File: config.mk
export PLATFORM = sky130hd
export DESIGN_NAME = tohost_axi_snoop_flat
export DESIGN_NICKNAME = d
export VERILOG_FILES = /design/src/rtl/tohost_axi_snoop_if.sv /design/src/rtl/tohost_axi_snoop.sv /design/src/flat_wrapper.sv
export SDC_FILE = /design/constraint.sdc
export NUM_CORES = 1
export LEC_CHECK = 0
export BUFFER_PORTS_ARGS = -buffer_cell sky130_fd_sc_hd__buf_2
export CAP_MARGIN = 20
export CORE_UTILIZATION = 55
export CTS_CLUSTER_SIZE = 10
export DETAILED_ROUTE_END_ITERATION = 10
export PLACE_DENSITY = 0.8
export SYNTH_ARGS = -nofsm -noshare
export SYNTH_HDL_FRONTEND = slang
export SYNTH_SLANG_ARGS = --single-unit
export TNS_END_PERCENT = 20
File: constraint.sdc
create_clock -name CLK -period 5.87 [get_ports CLK]
set_input_delay 1.174 -clock CLK [delete_from_list [all_inputs] [get_ports CLK]]
set_output_delay 1.174 -clock CLK [all_outputs]
set_load 0.03 [all_outputs]
File: src/rtl/tohost_axi_snoop_if.sv
// AXI write-channel bundle (AW/W/B) seen between the LEVE1 data side and TB_RAM.
// The snoop attaches through the monitor modport and never drives anything.
interface tohost_axi_snoop_if #(
  parameter int unsigned ADDR_W = 32,
  parameter int unsigned ID_W   = 4
);
  logic              AWVALID;
  logic              AWREADY;
  logic [ADDR_W-1:0] AWADDR;
  logic [7:0]        AWLEN;
  logic [ID_W-1:0]   AWID;
  logic              WVALID;
  logic              WREADY;
  logic [31:0]       WDATA;
  logic [3:0]        WSTRB;
  logic              WLAST;
  logic              BVALID;
  logic              BREADY;
  logic [ID_W-1:0]   BID;
  logic [1:0]        BRESP;

  modport master (
    output AWVALID, AWADDR, AWLEN, AWID, WVALID, WDATA, WSTRB, WLAST, BREADY,
    input  AWREADY, WREADY, BVALID, BID, BRESP
  );

  modport slave (
    input  AWVALID, AWADDR, AWLEN, AWID, WVALID, WDATA, WSTRB, WLAST, BREADY,
    output AWREADY, WREADY, BVALID, BID, BRESP
  );

  modport monitor (
    input AWVALID, AWREADY, AWADDR, AWLEN, AWID, WVALID, WREADY, WDATA, WSTRB, WLAST,
          BVALID, BREADY, BID, BRESP
  );
endinterface

File: src/rtl/tohost_axi_snoop.sv
// Passive AXI write snoop: reports the exit code written to tohost as a one-cycle
// tohost_we pulse, with an optional cycle watchdog that reports 32'hFFFF_FFFF.
module tohost_axi_snoop #(
  parameter int unsigned       ADDR_W      = 32,
  parameter int unsigned       ID_W        = 4,
  parameter logic [ADDR_W-1:0] TOHOST_ADDR = 32'h8000_1000,
  parameter int unsigned       TIMEOUT     = 0,
  parameter int unsigned       QDEPTH      = 4
) (
  input  logic                  CLK,
  input  logic                  RSTn,
  tohost_axi_snoop_if.monitor   bus,
  output logic                  tohost_we,
  output logic [31:0]           tohost,
  output logic                  timeout_hit,
  output logic                  err
);

  localparam int unsigned PW = $clog2(QDEPTH);
  localparam int unsigned CW = $clog2(QDEPTH + 1);
  localparam int unsigned WA = ADDR_W - 2;

  localparam logic StRun  = 1'b0;
  localparam logic StDone = 1'b1;

  typedef struct packed {
    logic [ID_W-1:0] id;
    logic [WA-1:0]   waddr;
    logic [7:0]      len;
  } aw_t;

  typedef struct packed {
    logic [ID_W-1:0] id;
    logic            hit;
    logic [31:0]     hold;
  } b_t;

  aw_t           aw_mem [QDEPTH];
  logic [PW-1:0] aw_wr_q, aw_rd_q;
  logic [CW-1:0] aw_cnt_q, aw_cnt_d;
  b_t            b_mem [QDEPTH];
  logic [PW-1:0] b_wr_q, b_rd_q;
  logic [CW-1:0] b_cnt_q, b_cnt_d;
  logic [7:0]    beat_q, beat_d;
  logic [31:0]   hold_q, hold_d;
  logic          hit_q, hit_d;
  logic          state_q, state_d;
  logic [31:0]   cyc_q, cyc_d;
  logic          we_q, we_d;
  logic [31:0]   tohost_q, tohost_d;
  logic          timeout_q, timeout_d;
  logic          err_q, err_d;

  logic        aw_hs, aw_empty, aw_full, aw_push, aw_pop, aw_ovf;
  aw_t         aw_new, head;
  logic        head_valid, w_hs, w_ok, w_orphan, len_err, addr_match;
  logic [WA-1:0] beat_addr;
  logic [31:0] hold_base, hold_new;
  logic        hit_base, hit_new;
  logic        b_hs, b_empty, b_full, b_push, b_pop, b_wr_en, b_ovf, b_bad;
  b_t          b_head;
  logic        tohost_hit, resp_err, wd_fire;

  logic unused_addr_lsb;
  assign unused_addr_lsb = ^bus.AWADDR[1:0];

  // AW queue; an AW accepted this cycle is visible to the W side (bypass when empty).
  always_comb begin
    aw_hs      = bus.AWVALID & bus.AWREADY;
    aw_new     = '{id: bus.AWID, waddr: bus.AWADDR[ADDR_W-1:2], len: bus.AWLEN};
    aw_empty   = (aw_cnt_q == '0);
    aw_full    = (aw_cnt_q == CW'(QDEPTH));
    head       = aw_empty ? aw_new : aw_mem[aw_rd_q];
    head_valid = !aw_empty || aw_hs;
    w_hs       = bus.WVALID & bus.WREADY;
    w_ok       = w_hs & head_valid;
    w_orphan   = w_hs & !head_valid;
    aw_pop     = w_ok & bus.WLAST;
    aw_ovf     = aw_hs & aw_full & !aw_pop;
    aw_push    = aw_hs & !aw_ovf;
    aw_cnt_d   = aw_cnt_q + CW'(aw_push) - CW'(aw_pop);
  end

  // Beat tracking; hold/hit restart from zero on the first beat of each burst.
  always_comb begin
    beat_addr  = head.waddr + WA'(beat_q);
    addr_match = w_ok && (beat_addr == TOHOST_ADDR[ADDR_W-1:2]);
    hold_base  = (beat_q == 8'd0) ? 32'd0 : hold_q;
    hit_base   = (beat_q == 8'd0) ? 1'b0 : hit_q;
    for (int i = 0; i < 4; i++) begin
      hold_new[8*i +: 8] = (addr_match && bus.WSTRB[i]) ? bus.WDATA[8*i +: 8]
                                                         : hold_base[8*i +: 8];
    end
    hit_new = hit_base | addr_match;
    len_err = w_ok && (bus.WLAST ? (beat_q != head.len) : (beat_q >= head.len));
    beat_d  = beat_q;
    hold_d  = hold_q;
    hit_d   = hit_q;
    if (w_ok) begin
      beat_d = bus.WLAST ? 8'd0 : beat_q + 8'd1;
      hold_d = hold_new;
      hit_d  = hit_new;
    end
  end

  // B-pending queue; responses arrive in order and must match the head ID.
  always_comb begin
    b_hs     = bus.BVALID & bus.BREADY;
    b_empty  = (b_cnt_q == '0);
    b_full   = (b_cnt_q == CW'(QDEPTH));
    b_head   = b_mem[b_rd_q];
    b_pop    = b_hs && !b_empty && (bus.BID == b_head.id);
    b_bad    = b_hs & !b_pop;
    b_push   = aw_pop;
    b_ovf    = b_push & b_full & !b_pop;
    b_wr_en  = b_push & !b_ovf;
    b_cnt_d  = b_cnt_q + CW'(b_wr_en) - CW'(b_pop);
    resp_err = b_pop && b_head.hit && (bus.BRESP != 2'b00);
  end

  always_comb begin
    tohost_hit = b_pop && b_head.hit && (bus.BRESP == 2'b00) && (state_q == StRun);
    wd_fire    = (TIMEOUT != 0) && (state_q == StRun) && (cyc_q == TIMEOUT - 32'd1);
    we_d       = 1'b0;
    tohost_d   = tohost_q;
    timeout_d  = timeout_q;
    state_d    = state_q;
    cyc_d      = (state_q == StRun) ? cyc_q + 32'd1 : cyc_q;
    // A real tohost write takes priority over a coincident watchdog expiry.
    if (tohost_hit) begin
      we_d     = 1'b1;
      tohost_d = b_head.hold;
      state_d  = StDone;
    end else if (wd_fire) begin
      we_d      = 1'b1;
      tohost_d  = 32'hFFFF_FFFF;
      timeout_d = 1'b1;
      state_d   = StDone;
    end
    err_d = err_q | aw_ovf | w_orphan | len_err | b_ovf | b_bad | resp_err;
  end

  always_ff @(posedge CLK or negedge RSTn) begin
    if (!RSTn) begin
      for (int i = 0; i < QDEPTH; i++) begin
        aw_mem[i] <= '0;
        b_mem[i]  <= '0;
      end
      aw_wr_q   <= '0;
      aw_rd_q   <= '0;
      aw_cnt_q  <= '0;
      b_wr_q    <= '0;
      b_rd_q    <= '0;
      b_cnt_q   <= '0;
      beat_q    <= '0;
      hold_q    <= '0;
      hit_q     <= 1'b0;
      state_q   <= StRun;
      cyc_q     <= '0;
      we_q      <= 1'b0;
      tohost_q  <= '0;
      timeout_q <= 1'b0;
      err_q     <= 1'b0;
    end else begin
      if (aw_push) begin
        aw_mem[aw_wr_q] <= aw_new;
        aw_wr_q         <= aw_wr_q + PW'(1);
      end
      if (aw_pop) aw_rd_q <= aw_rd_q + PW'(1);
      if (b_wr_en) begin
        b_mem[b_wr_q] <= '{id: head.id, hit: hit_new, hold: hold_new};
        b_wr_q        <= b_wr_q + PW'(1);
      end
      if (b_pop) b_rd_q <= b_rd_q + PW'(1);
      aw_cnt_q  <= aw_cnt_d;
      b_cnt_q   <= b_cnt_d;
      beat_q    <= beat_d;
      hold_q    <= hold_d;
      hit_q     <= hit_d;
      state_q   <= state_d;
      cyc_q     <= cyc_d;
      we_q      <= we_d;
      tohost_q  <= tohost_d;
      timeout_q <= timeout_d;
      err_q     <= err_d;
    end
  end

  assign tohost_we   = we_q;
  assign tohost      = tohost_q;
  assign timeout_hit = timeout_q;
  assign err         = err_q;

endmodule
File: src/flat_wrapper.sv
// flat-port wrapper written by rule: the top's interface ports become plain ports
module tohost_axi_snoop_flat 
#(
  parameter int unsigned       ADDR_W      = 32,
  parameter int unsigned       ID_W        = 4,
  parameter logic [ADDR_W-1:0] TOHOST_ADDR = 32'h8000_1000,
  parameter int unsigned       TIMEOUT     = 0,
  parameter int unsigned       QDEPTH      = 4
)
  (CLK, RSTn, tohost_we, tohost, timeout_hit, err, bus_AWVALID, bus_AWREADY, bus_AWADDR, bus_AWLEN, bus_AWID, bus_WVALID, bus_WREADY, bus_WDATA, bus_WSTRB, bus_WLAST, bus_BVALID, bus_BREADY, bus_BID, bus_BRESP);
  tohost_axi_snoop_if #(.ADDR_W(ADDR_W), .ID_W(ID_W)) bus_i ();
  input  logic CLK;
  input  logic RSTn;
  output logic tohost_we;
  output logic [31:0] tohost;
  output logic timeout_hit;
  output logic err;
  input wire logic [$bits(bus_i.AWVALID)-1:0] bus_AWVALID;
  input wire logic [$bits(bus_i.AWREADY)-1:0] bus_AWREADY;
  input wire logic [$bits(bus_i.AWADDR)-1:0] bus_AWADDR;
  input wire logic [$bits(bus_i.AWLEN)-1:0] bus_AWLEN;
  input wire logic [$bits(bus_i.AWID)-1:0] bus_AWID;
  input wire logic [$bits(bus_i.WVALID)-1:0] bus_WVALID;
  input wire logic [$bits(bus_i.WREADY)-1:0] bus_WREADY;
  input wire logic [$bits(bus_i.WDATA)-1:0] bus_WDATA;
  input wire logic [$bits(bus_i.WSTRB)-1:0] bus_WSTRB;
  input wire logic [$bits(bus_i.WLAST)-1:0] bus_WLAST;
  input wire logic [$bits(bus_i.BVALID)-1:0] bus_BVALID;
  input wire logic [$bits(bus_i.BREADY)-1:0] bus_BREADY;
  input wire logic [$bits(bus_i.BID)-1:0] bus_BID;
  input wire logic [$bits(bus_i.BRESP)-1:0] bus_BRESP;
  assign bus_i.AWVALID = bus_AWVALID;
  assign bus_i.AWREADY = bus_AWREADY;
  assign bus_i.AWADDR = bus_AWADDR;
  assign bus_i.AWLEN = bus_AWLEN;
  assign bus_i.AWID = bus_AWID;
  assign bus_i.WVALID = bus_WVALID;
  assign bus_i.WREADY = bus_WREADY;
  assign bus_i.WDATA = bus_WDATA;
  assign bus_i.WSTRB = bus_WSTRB;
  assign bus_i.WLAST = bus_WLAST;
  assign bus_i.BVALID = bus_BVALID;
  assign bus_i.BREADY = bus_BREADY;
  assign bus_i.BID = bus_BID;
  assign bus_i.BRESP = bus_BRESP;
  tohost_axi_snoop #(.ADDR_W(ADDR_W), .ID_W(ID_W), .TOHOST_ADDR(TOHOST_ADDR), .TIMEOUT(TIMEOUT), .QDEPTH(QDEPTH)) u_core (.CLK(CLK), .RSTn(RSTn), .bus(bus_i), .tohost_we(tohost_we), .tohost(tohost), .timeout_hit(timeout_hit), .err(err));
endmodule
==> run metrics, run 1 <==
run status=finished, final reports clean; Max-Slew Margin vs Limit=36.3%; startpoint class of the critical path=flip-flop; fraction of the cycle the final worst path needs=91.1%; largest net degree at the start of global routing=108; number of levels the H-tree was split into=2; boundary pin count=130; cts-stage hold buffer count=0; clock tree from TritonCTS=yes; nature of the critical path endpoint=flip-flop; leakage power=9.88 nW; placed cell count=2080; synthesized area divided by synthesized cell count=12.4 µm²; total number of placement rows=68; Worst R2R Setup Slack=0.52 ns; number of nets with antenna violations after detailed routing=0; synthesis-to-layout area growth=12.6%; crit-path max FO=12; total setup violations reported at the end of the flow=0; initial antenna violation count=5; HPWL reported at the end of detailed placement=27500 µm; clk_skew=0.0291 ns; pwr/cell area=567 mW/mm²; post-synth design cell area=0.0193 mm²; required time reported for the critical path endpoint=6.29 ns; number of pins with negative max-slew slack in the final report=0; critical register-to-register path startpoint=u_core.aw_cnt_q[2]$_DFF_PN0_; overflow left after global routing=0; worst-case reg-to-reg path depth=15; clk buf depth=3; Synthesized Nets=1685; overall routing resource usage=25.2%; filler-free cell count of the finished design=2149; commonest non-fill, non-tap cells in the layout=dfrtp_1, mux2_2, a21oi_1, nor2_1, nand2_1; number of maximum-capacitance constraint violations=0; number of enable flip-flop cells after synthesis=0; core region area=0.0345 mm²; most common library cell in the layout ignoring fill and taps=dfrtp_1; Vias/cell=5.99; worst hold-check slack=0.467 ns; I/O Buffers=126; vias in the first global route=13300; count of unique library cells instantiated by Yosys=56; number of cells on the worst hold path=2; starting density of the core=55.9%; unrepaired setup endpoints after global routing=false; Total Negative Setup Slacks=0 ns; category of the critical setup timing path=flip-flop to flip-flop; width of the chip=189 µm; vertical die dimension=189 µm; share of post-route cells with drive strength above 1=32.1%; number of warnings reported in the yosys synthesis log=0; post-layout minimum cycle time=5.35 ns; worst-skew pair later-pin latency=0.58 ns; proportion of register bits with asynchronous set or reset after synthesis=100%; vias post-DR=12900; count of state elements after synthesis=406; transition at the pin with the smallest max-transition slack=0.955 ns; buffer cell driving the clock tree root=clkbuf_16; Initial DRC Count=884; type of the tightest min-delay check=flip-flop to flip-flop; post-route total power=0.0123 W; Max IR drop VDD=0.000310 V; first-pass iteration count of the detailed router=7; r2r endpoint=u_core.b_mem[120]$_DFFE_PN0P_; worst hold endpoint=u_core.hold_q[5]$_DFFE_PN0P_; synthesized instance count=1557; Die Footprint=0.0358 mm²; total DRC errors in the routed layout=0; maximum operating frequency=187 MHz; wire length of the first global-routing pass=70400 µm; source of the worst hold timing path=u_core.hold_q[5]$_DFFE_PN0P_; WL per Instance=20.0 µm; register area share after synthesis=52.8%; PostCTS Resize Cnt=0; global placement routability congestion=0.832; number of clock buffers inserted by TritonCTS=47; main flop type after synthesis=dfrtp_1; number of buffers inserted by post-CTS setup repair=0; CP arrival=5.77 ns; wire length reported by the detailed router=42900 µm; Clock transition at path regs=0.06 ns; # clock sinks=406; number of hold-slack violations in the final timing report=0; Final Net Count=1803
-- cells in the mapped netlist, types with 25 or more instances --
| cell type | number | area (µm²) |
|---|---|---|
| clkbuf_1 | 49 | 184 |
| nand2_1 | 138 | 518 |
| o21ai_0 | 25 | 125 |
| dfrtp_1 | 406 | 10200 |
| ha_1 | 30 | 375 |
| mux2_2 | 204 | 2300 |
| nor2_1 | 160 | 601 |
| and2_1 | 40 | 250 |
| mux4_2 | 79 | 1780 |
| mux2i_2 | 25 | 344 |
| mux2i_1 | 29 | 290 |
| a21oi_1 | 160 | 801 |
-- worst max-delay path: stages (launching register included) --
cell	delay [ns]
dfrtp_1	0.43
or3_2	0.70
buf_4	0.27
nand2_1	0.08
nand2_1	0.08
ha_1	0.38
nand2_1	0.11
o21a_1	0.24
o21ai_1	0.44
nand3_1	0.23
nor4_1	0.32
nand3_1	0.19
a221oi_4	0.63
nand4_4	0.44
mux2i_2	0.48
a21oi_1	0.14
-- worst max path at each step --
stage	depth (start not counted)	to	slack, ns	startpoint
after detailed placement	14	u_core.b_mem[91]$_DFFE_PN0P_	0.60	bus_AWADDR[8]
after CTS	15	u_core.b_mem[132]$_DFFE_PN0P_	0.55	u_core.aw_cnt_q[2]$_DFF_PN0_
final	15	u_core.b_mem[120]$_DFFE_PN0P_	0.52	u_core.aw_cnt_q[2]$_DFF_PN0_
after floorplan	20	u_core.b_mem[105]$_DFFE_PN0P_	0.31	u_core.aw_rd_q[0]$_DFFE_PN0P_
after global routing	14	u_core.b_mem[64]$_DFFE_PN0P_	0.21	u_core.aw_rd_q[0]$_DFFE_PN0P_
after global placement	14	u_core.b_mem[64]$_DFFE_PN0P_	0.69	bus_AWADDR[8]
-- where the power goes --
part	internal [W]	switching, W	total, W
clock	0.00149	0.00107	0.00257
sequential	0.00409	0.000780	0.00487
combinational	0.00244	0.00240	0.00484
-- state kept, by name, summed over array words and instances, names as in the netlist --
signal and flops:
u_core.aw_cnt_q 3, u_core.beat_q 8, u_core.hold_q 32, u_core.b_wr_q 2, u_core.err 1, u_core.b_mem 148, u_core.b_rd_q 2, u_core.aw_rd_q 2
u_core.tohost 32, u_core.tohost_we 1, u_core.b_cnt_q 3, u_core.aw_mem 168, u_core.state_q 1, u_core.aw_wr_q 2, u_core.hit_q 1
-- per-layer routing --
layer | wire, µm | vias up | GRT usage, %
li1 | - | 5790 | -
met1 | 17800 | 6613 | 33.1
met2 | 21500 | 389 | 42.2
met3 | 2640 | 77 | 5.26
met4 | 998 | 2 | 7.63
met5 | 9 | - | 0
-- cell families after synthesis --
kind of cell | count (synthesis) | synth area share, %
buf+inv | 106 | 2.41
flops | 406 | 52.8
simple gates | 408 | 9.67
compound gates | 232 | 6.84
other cells | 1 | 0.0195
fa+ha+maj | 33 | 2.26
mux | 337 | 24.5
xor+xnor | 34 | 1.55
-- metrics by stage --
stage,area [µm²],util (%),setup slack (ns)
floorplan,19300,-,0.314
global placement,20300,59.0,0.694
detailed placement,20300,59.0,0.602
CTS,21600,62.8,0.551
global route,21700,62.9,0.213
finish,21700,62.9,0.522
-- final cells by class --
type | instances | area (µm²)
Timing Repair Buffer | 155 | 883
Sequential cell | 406 | 10200
Clock buffer | 58 | 1270
Multi-Input combinational cell | 1045 | 8660
Antenna cell | 7 | 17.5
Fill cell | 2553 | 12800
Clock inverter | 3 | 30.0
Tap cell | 455 | 569
Inverter | 20 | 75.1
Note: power is estimated with default switching activity, not from simulation.
==> run 2: changes to the inputs <==
--- a/config.mk
+++ b/config.mk
@@ -7,10 +7,10 @@
 export LEC_CHECK = 0
 export BUFFER_PORTS_ARGS = -buffer_cell sky130_fd_sc_hd__buf_2
 export CAP_MARGIN = 20
-export CORE_UTILIZATION = 55
+export CORE_UTILIZATION = 30
 export CTS_CLUSTER_SIZE = 10
 export DETAILED_ROUTE_END_ITERATION = 10
-export PLACE_DENSITY = 0.8
+export PLACE_DENSITY = 0.51
 export SYNTH_ARGS = -nofsm -noshare
 export SYNTH_HDL_FRONTEND = slang
 export SYNTH_SLANG_ARGS = --single-unit
==> constraint.sdc (replaced) <==
create_clock -name CLK -period 5.87 [get_ports CLK]
set_input_delay 0.587 -clock CLK [delete_from_list [all_inputs] [get_ports CLK]]
set_output_delay 0.587 -clock CLK [all_outputs]
set_load 0.03 [all_outputs]
==> run 2 against run 1 <==
  * Combinational power barely moved
  * Largest cell class unchanged
  * Design area rose by 2.8%
  * Final cell count rose by 18%
  * Hold slack got worse by 0.44 ns
  * Critical endpoint is now u_core.b_mem[86]$_DFFE_PN0P_
  * Via count fell by 3.4%
  * Highest routed layer unchanged
==> run metrics, run 2 (synthesis gave the netlist of run 1 again) <==
fraction of the cycle the final worst path needs=85.0%; Max IR drop VDD=0.000249 V; total setup violations reported at the end of the flow=0; clock tree from TritonCTS=yes; vias post-DR=12400; post-layout minimum cycle time=4.99 ns; number of maximum-capacitance constraint violations=0; total number of placement rows=92; # clock sinks=406; overflow left after global routing=0; Vias/cell=4.89; run status=finished, final reports clean; number of clock buffers inserted by TritonCTS=49; nature of the critical path endpoint=flip-flop; clk buf depth=3; number of buffers inserted by post-CTS setup repair=0; core region area=0.0632 mm²; required time reported for the critical path endpoint=6.27 ns; clk_skew=0.0179 ns; unrepaired setup endpoints after global routing=false; width of the chip=255 µm; Worst R2R Setup Slack=0.88 ns; synthesis-to-layout area growth=15.7%; vertical die dimension=255 µm; buffer cell driving the clock tree root=clkbuf_16; Die Footprint=0.0652 mm²; number of levels the H-tree was split into=2; crit-path max FO=14; flip-flop count of the largest register, all copies and words added=168; Max-Slew Margin vs Limit=32.4%; first-pass iteration count of the detailed router=4; I/O Buffers=126; wire length of the first global-routing pass=76100 µm; WL per Instance=18.5 µm; type of the tightest min-delay check=input port to async pin; share of post-route cells with drive strength above 1=32.2%; Largest Register=u_core.aw_mem; CP arrival=5.39 ns; starting density of the core=30.5%; HPWL reported at the end of detailed placement=30200 µm; maximum operating frequency=200 MHz; cts-stage hold buffer count=0; pwr/cell area=560 mW/mm²; startpoint class of the critical path=flip-flop; commonest non-fill, non-tap cells in the layout=dfrtp_1, mux2_2, a21oi_1, nor2_1, nand2_1; leakage power=9.94 nW; largest net degree at the start of global routing=129; category of the critical setup timing path=flip-flop to flip-flop; number of nets with antenna violations after detailed routing=0; worst-skew pair later-pin latency=0.58 ns; Final Net Count=1804; largest registers in the final layout=u_core.aw_mem x168, u_core.b_mem x148; global placement routability congestion=0.751; initial antenna violation count=8; vias in the first global route=13100; worst hold-check slack=0.0254 ns; number of pins with negative max-slew slack in the final report=0; transition at the pin with the smallest max-transition slack=1.01 ns; total DRC errors in the routed layout=0; Initial DRC Count=602; boundary pin count=130; overall routing resource usage=14.7%; wire length reported by the detailed router=47000 µm; Clock transition at path regs=0.06 ns; Total Negative Setup Slacks=0 ns; number of hold-slack violations in the final timing report=0; PostCTS Resize Cnt=0; most common library cell in the layout ignoring fill and taps=dfrtp_1
run 2: cell count changes in the layout (fill, tap and decap cells not counted):
cell,previous run,this run
diode_2,7,1
nand3_1,21,22
clkinv_8,1,0
nand3_2,1,0
inv_16,0,1
clkinv_2,1,0
clkbuf_1,7,10
inv_6,1,3
buf_4,27,26
clkbuf_16,48,49
clkbuf_8,3,5
bufinv_16,0,2
run 2: power by group:
group	switching [W]	leakage [nW]	internal (W)
clock	0.00114	0.703	0.00166
combinational	0.00240	4.29	0.00244
sequential	0.000752	4.94	0.00409
run 2: path summary, 6_finish.rpt:
kind / endpoint / depth (start not counted) / start
setup / recovery: u_core.b_mem[86]$_DFFE_PN0P_ / 16 / u_core.aw_rd_q[0]$_DFFE_PN0P_
hold / removal: u_core.tohost[9]$_DFFE_PN0P_ / 1 / RSTn
setup reg to reg: u_core.b_mem[86]$_DFFE_PN0P_ / 16 / u_core.aw_rd_q[0]$_DFFE_PN0P_
hold reg to reg: u_core.hold_q[20]$_DFFE_PN0P_ / 2 / u_core.hold_q[20]$_DFFE_PN0P_
max in group asynchronous: u_core.aw_mem[127]$_DFFE_PN0P_ / 2 / RSTn
min in group CLK: u_core.aw_mem[99]$_DFFE_PN0P_ / 2 / bus_AWADDR[9]
run 2: routing by layer:
layer | global-route usage [%] | routed length, µm | vias to the layer above
met5 | 0 | 75 | -
met4 | 3.93 | 872 | 12
met3 | 2.88 | 2030 | 73
met2 | 24.5 | 22800 | 215
met1 | 19.5 | 21200 | 6349
li1 | - | - | 5785
run 2: metrics by stage:
stage / instance area (µm²) / power, W / util, % / instances / worst slack (ns)
finish: 22300 / 0.0125 / 35.2 / 2542 / 0.882
global route: 22300 / 0.0134 / 35.2 / 2542 / 0.491
CTS: 22300 / 0.0127 / 35.2 / 2541 / 0.778
detailed placement: 20800 / 0.00981 / 33.0 / 2471 / 0.820
global placement: 20800 / 0.00959 / 33.0 / 2471 / 0.841
floorplan: 19300 / 0.00850 / - / 1557 / 0.314
run 2: area by class of cell:
type	count	area, µm²
clock buffers	64	1330
diodes	1	2.50
repair buffers	154	876
clock inverters	6	106
inverters	20	75.1
well taps	846	1060
multi-input cells	1045	8660
flip-flops and latches	406	10200
fillers	6188	40900
run 2: worst max-delay path, stage by stage, from the launching register on:
cell and delay, ns:
dfrtp_2 0.72, mux4_2 0.57, nand2_1 0.08, nand2_1 0.07, ha_1 0.21, fa_1 0.42
a21oi_1 0.25, o21a_1 0.20, o21ai_1 0.18, nand3_1 0.21, nor4_1 0.08, or3_1 0.37
a221oi_4 0.27, buf_4 0.25, nand4_4 0.35, mux2i_2 0.44, a21oi_1 0.12
==> run 3: changes to the inputs <==
--- a/config.mk
+++ b/config.mk
@@ -5,12 +5,13 @@
 export SDC_FILE = /design/constraint.sdc
 export NUM_CORES = 1
 export LEC_CHECK = 0
+export ABC_AREA = 1
 export BUFFER_PORTS_ARGS = -buffer_cell sky130_fd_sc_hd__buf_2
 export CAP_MARGIN = 20
 export CORE_UTILIZATION = 30
 export CTS_CLUSTER_SIZE = 10
 export DETAILED_ROUTE_END_ITERATION = 10
-export PLACE_DENSITY = 0.51
+export PLACE_DENSITY = 0.49
 export SYNTH_ARGS = -nofsm -noshare
 export SYNTH_HDL_FRONTEND = slang
 export SYNTH_SLANG_ARGS = --single-unit
==> constraint.sdc (replaced) <==
create_clock -name CLK -period 5.21 [get_ports CLK]
set_input_delay 0.521 -clock CLK [delete_from_list [all_inputs] [get_ports CLK]]
set_output_delay 0.521 -clock CLK [all_outputs]
set_load 0.03 [all_outputs]
==> run 3 against run 2 <==
  * The flow now finishes with violations (DRC)
  * Core utilization fell by 0.74 points
  * Hold slack gained 0.20 ns
  * Critical path depth up 6
  * Maximum frequency is 6.0% higher
  * Via count up 48%
  * Critical path type unchanged
  * Critical endpoint is now u_core.b_mem[97]$_DFFE_PN0P_
==> run metrics, run 3 <==
run status=complete, but fails checks; violated checks=DRC; Total Negative Setup Slacks=0 ns; I/O Buffers=126; crit-path max FO=27; Die Footprint=0.0717 mm²; Initial DRC Count=1528; maximum operating frequency=213 MHz; post-layout minimum cycle time=4.70 ns; Clk pwr share=21.5%; clk_skew=0.0246 ns; Switching Power=0.00601 W; largest registers in the final layout=u_core.aw_mem x168, u_core.b_mem x148; number of maximum-capacitance constraint violations=0; Max IR drop VDD=0.000260 V; vias post-DR=18500; total number of placement rows=97; buffer cell driving the clock tree root=clkbuf_16; category of the critical setup timing path=flip-flop to flip-flop; number of enable flip-flop cells after synthesis=0; first-pass iteration count of the detailed router=8; critical register-to-register path startpoint=u_core.aw_cnt_q[1]$_DFF_PN0_; HPWL reported at the end of detailed placement=40000 µm; Synth top area share=47.9%; overall routing resource usage=18.0%; Max-Slew Margin vs Limit=41.0%; vertical die dimension=268 µm; switching share of power=42.3%; initial antenna violation count=7; number of levels the H-tree was split into=2; PostCTS Resize Cnt=0; number of nets with antenna violations after detailed routing=0; leakage power=12.6 nW; main flop type after synthesis=dfrtp_1; number of pins with negative max-slew slack in the final report=0; type of the tightest min-delay check=input port to flip-flop; WL per Instance=17.0 µm; most common library cell in the layout ignoring fill and taps=nand2_1; boundary pin count=130; Commonest cells post-synth=nand2_1, dfrtp_1, o21ai_0; post-route total power=0.0142 W; nature of the critical path endpoint=flip-flop; Vias/cell=4.89; required time reported for the critical path endpoint=5.71 ns; part of the total power dissipated in combinational logic=41.5%; wire length of the first global-routing pass=101000 µm; synthesized instance count=2739; Synthesized Nets=2867; number of hold-slack violations in the final timing report=0; vias in the first global route=18100; number of warnings reported in the yosys synthesis log=0; fraction of the cycle the final worst path needs=90.3%; clock tree from TritonCTS=yes; starting density of the core=30.3%; pwr/cell area=588 mW/mm²; count leader, synth=nand2_1; share of post-route cells with drive strength above 1=11.1%; overflow left after global routing=0; number of buffers inserted by post-CTS setup repair=0; proportion of register bits with asynchronous set or reset after synthesis=100%; filler-free cell count of the finished design=3772; core region area=0.0700 mm²; count of unique library cells instantiated by Yosys=46; largest net degree at the start of global routing=144; total DRC errors in the routed layout=4; worst-skew pair later-pin latency=0.59 ns; Final Net Count=2940; biggest area contributors in the synthesized netlist=dfrtp_1, nand2_1, o21ai_0; final cell utilization of the core=34.5%; Worst R2R Setup Slack=0.51 ns; unrepaired setup endpoints after global routing=false; flip-flop count of the largest register, all copies and words added=168; clk buf depth=3; synthesis-to-layout area growth=13.9%; Clock transition at path regs=0.06 ns; global placement routability congestion=0.845; post-synth design cell area=0.0212 mm²; startpoint class of the critical path=flip-flop; source of the worst hold timing path=bus_BRESP[0]; Largest Register=u_core.aw_mem; worst-case reg-to-reg path depth=22; # clock sinks=406; Flop pwr share=37.0%; CP arrival=5.21 ns; synthesized area divided by synthesized cell count=7.74 µm²; biggest area consumer among synthesized cells=dfrtp_1; wire length reported by the detailed router=64000 µm; count of state elements after synthesis=406; placed cell count=3701; register area share after synthesis=47.9%; number of cells on the worst hold path=3; transition at the pin with the smallest max-transition slack=0.884 ns; width of the chip=268 µm; r2r endpoint=u_core.b_mem[97]$_DFFE_PN0P_; internal power component=0.00820 W; number of clock buffers inserted by TritonCTS=48; commonest non-fill, non-tap cells in the layout=nand2_1, dfrtp_1, o21ai_0, nand3_1, inv_1; worst hold endpoint=u_core.err$_DFF_PN0_; total setup violations reported at the end of the flow=0
## run 3: cells by family after synthesis
logic type                 after synthesis  synth area share, %
DFF                                    406                 47.9
buffers and inverters                  371                 7.36
adders and majority gates               33                 2.05
xor gates and xnor gates                18                0.743
and+or+nand+nor                       1494                 31.6
AOI/OAI and AO/OA                      416                 10.3
other                                    1               0.0177
## run 3: routing by layer
metal  wire (µm)  track usage, %  up-vias
li1            -               -     8938
met4        1830            6.29        8
met3        3840            3.21      110
met5          55               0        -
met1       29100            24.5     8868
met2       29200            28.6      532
## run 3: power groups by stage
stage | combinational, W | clock, W | sequential (W)
2_1_floorplan | 0.00437 | 0 | 0.00513
3_3_place_gp | 0.00576 | 0 | 0.00524
3_5_place_dp | 0.00592 | 0 | 0.00529
4_1_cts | 0.00594 | 0.00316 | 0.00525
5_1_grt | 0.00679 | 0.00327 | 0.00543
6_report | 0.00590 | 0.00306 | 0.00526
## run 3: area by class of cell
| class | instances | area (µm²) |
|---|---|---|
| fill | 7380 | 45900 |
| sequential | 406 | 10200 |
| multi-input combinational | 1962 | 9500 |
| clock buffer | 63 | 1300 |
| tap | 940 | 1180 |
| timing repair buffer | 174 | 1130 |
| inverter | 220 | 831 |
| clock inverter | 4 | 60.1 |
| antenna | 3 | 7.51 |
## run 3: what timing repair did
action,4_1_cts,5_1_grt
setup endpoints to repair,0,0
hold endpoints to repair,71,0
hold buffers,1,0
## run 3: metrics by stage
stage | hold WS [ns] | setup slack [ns] | cell area [µm²]
floorplan | 0.225 | 1.12 | 21200
CTS | 0.207 | 0.514 | 24200
finish | 0.225 | 0.506 | 24200
global placement | 0.451 | 0.650 | 22700
detailed placement | 0.455 | 0.527 | 22800
global route | 0.244 | 0.116 | 24200
## run 3: worst max path at each step
stage,from,end,cells past startpoint
after global placement,u_core.aw_cnt_q[1]$_DFF_PN0_,u_core.b_mem[134]$_DFFE_PN0P_,22
final,u_core.aw_cnt_q[1]$_DFF_PN0_,u_core.b_mem[97]$_DFFE_PN0P_,22
after floorplan,u_core.aw_rd_q[0]$_DFFE_PN0P_,u_core.hold_q[0]$_DFFE_PN0P_,27
after global routing,u_core.aw_rd_q[1]$_DFFE_PN0P_,u_core.b_mem[16]$_DFFE_PN0P_,24
after detailed placement,u_core.aw_cnt_q[1]$_DFF_PN0_,u_core.b_mem[96]$_DFFE_PN0P_,22
after CTS,u_core.aw_cnt_q[1]$_DFF_PN0_,u_core.b_mem[97]$_DFFE_PN0P_,22
## run 3: critical path, stage by stage (launching register included)
cell     delay [ns]
dfrtp_1        0.43
nor2_1         0.14
nand2_2        0.33
o21ai_0        0.40
ha_1           0.25
fa_1           0.22
nand2_1        0.08
nand3_1        0.10
nand2_1        0.12
o21ai_1        0.41
nand3_2        0.25
nor2_8         0.24
nand3_1        0.09
nand2_1        0.11
nand2_1        0.07
nor2_2         0.11
nand2_2        0.10
nor2_8         0.25
buf_12         0.30
nand3_4        0.18
nand2_1        0.21
nand3_1        0.10
nand2_1        0.09
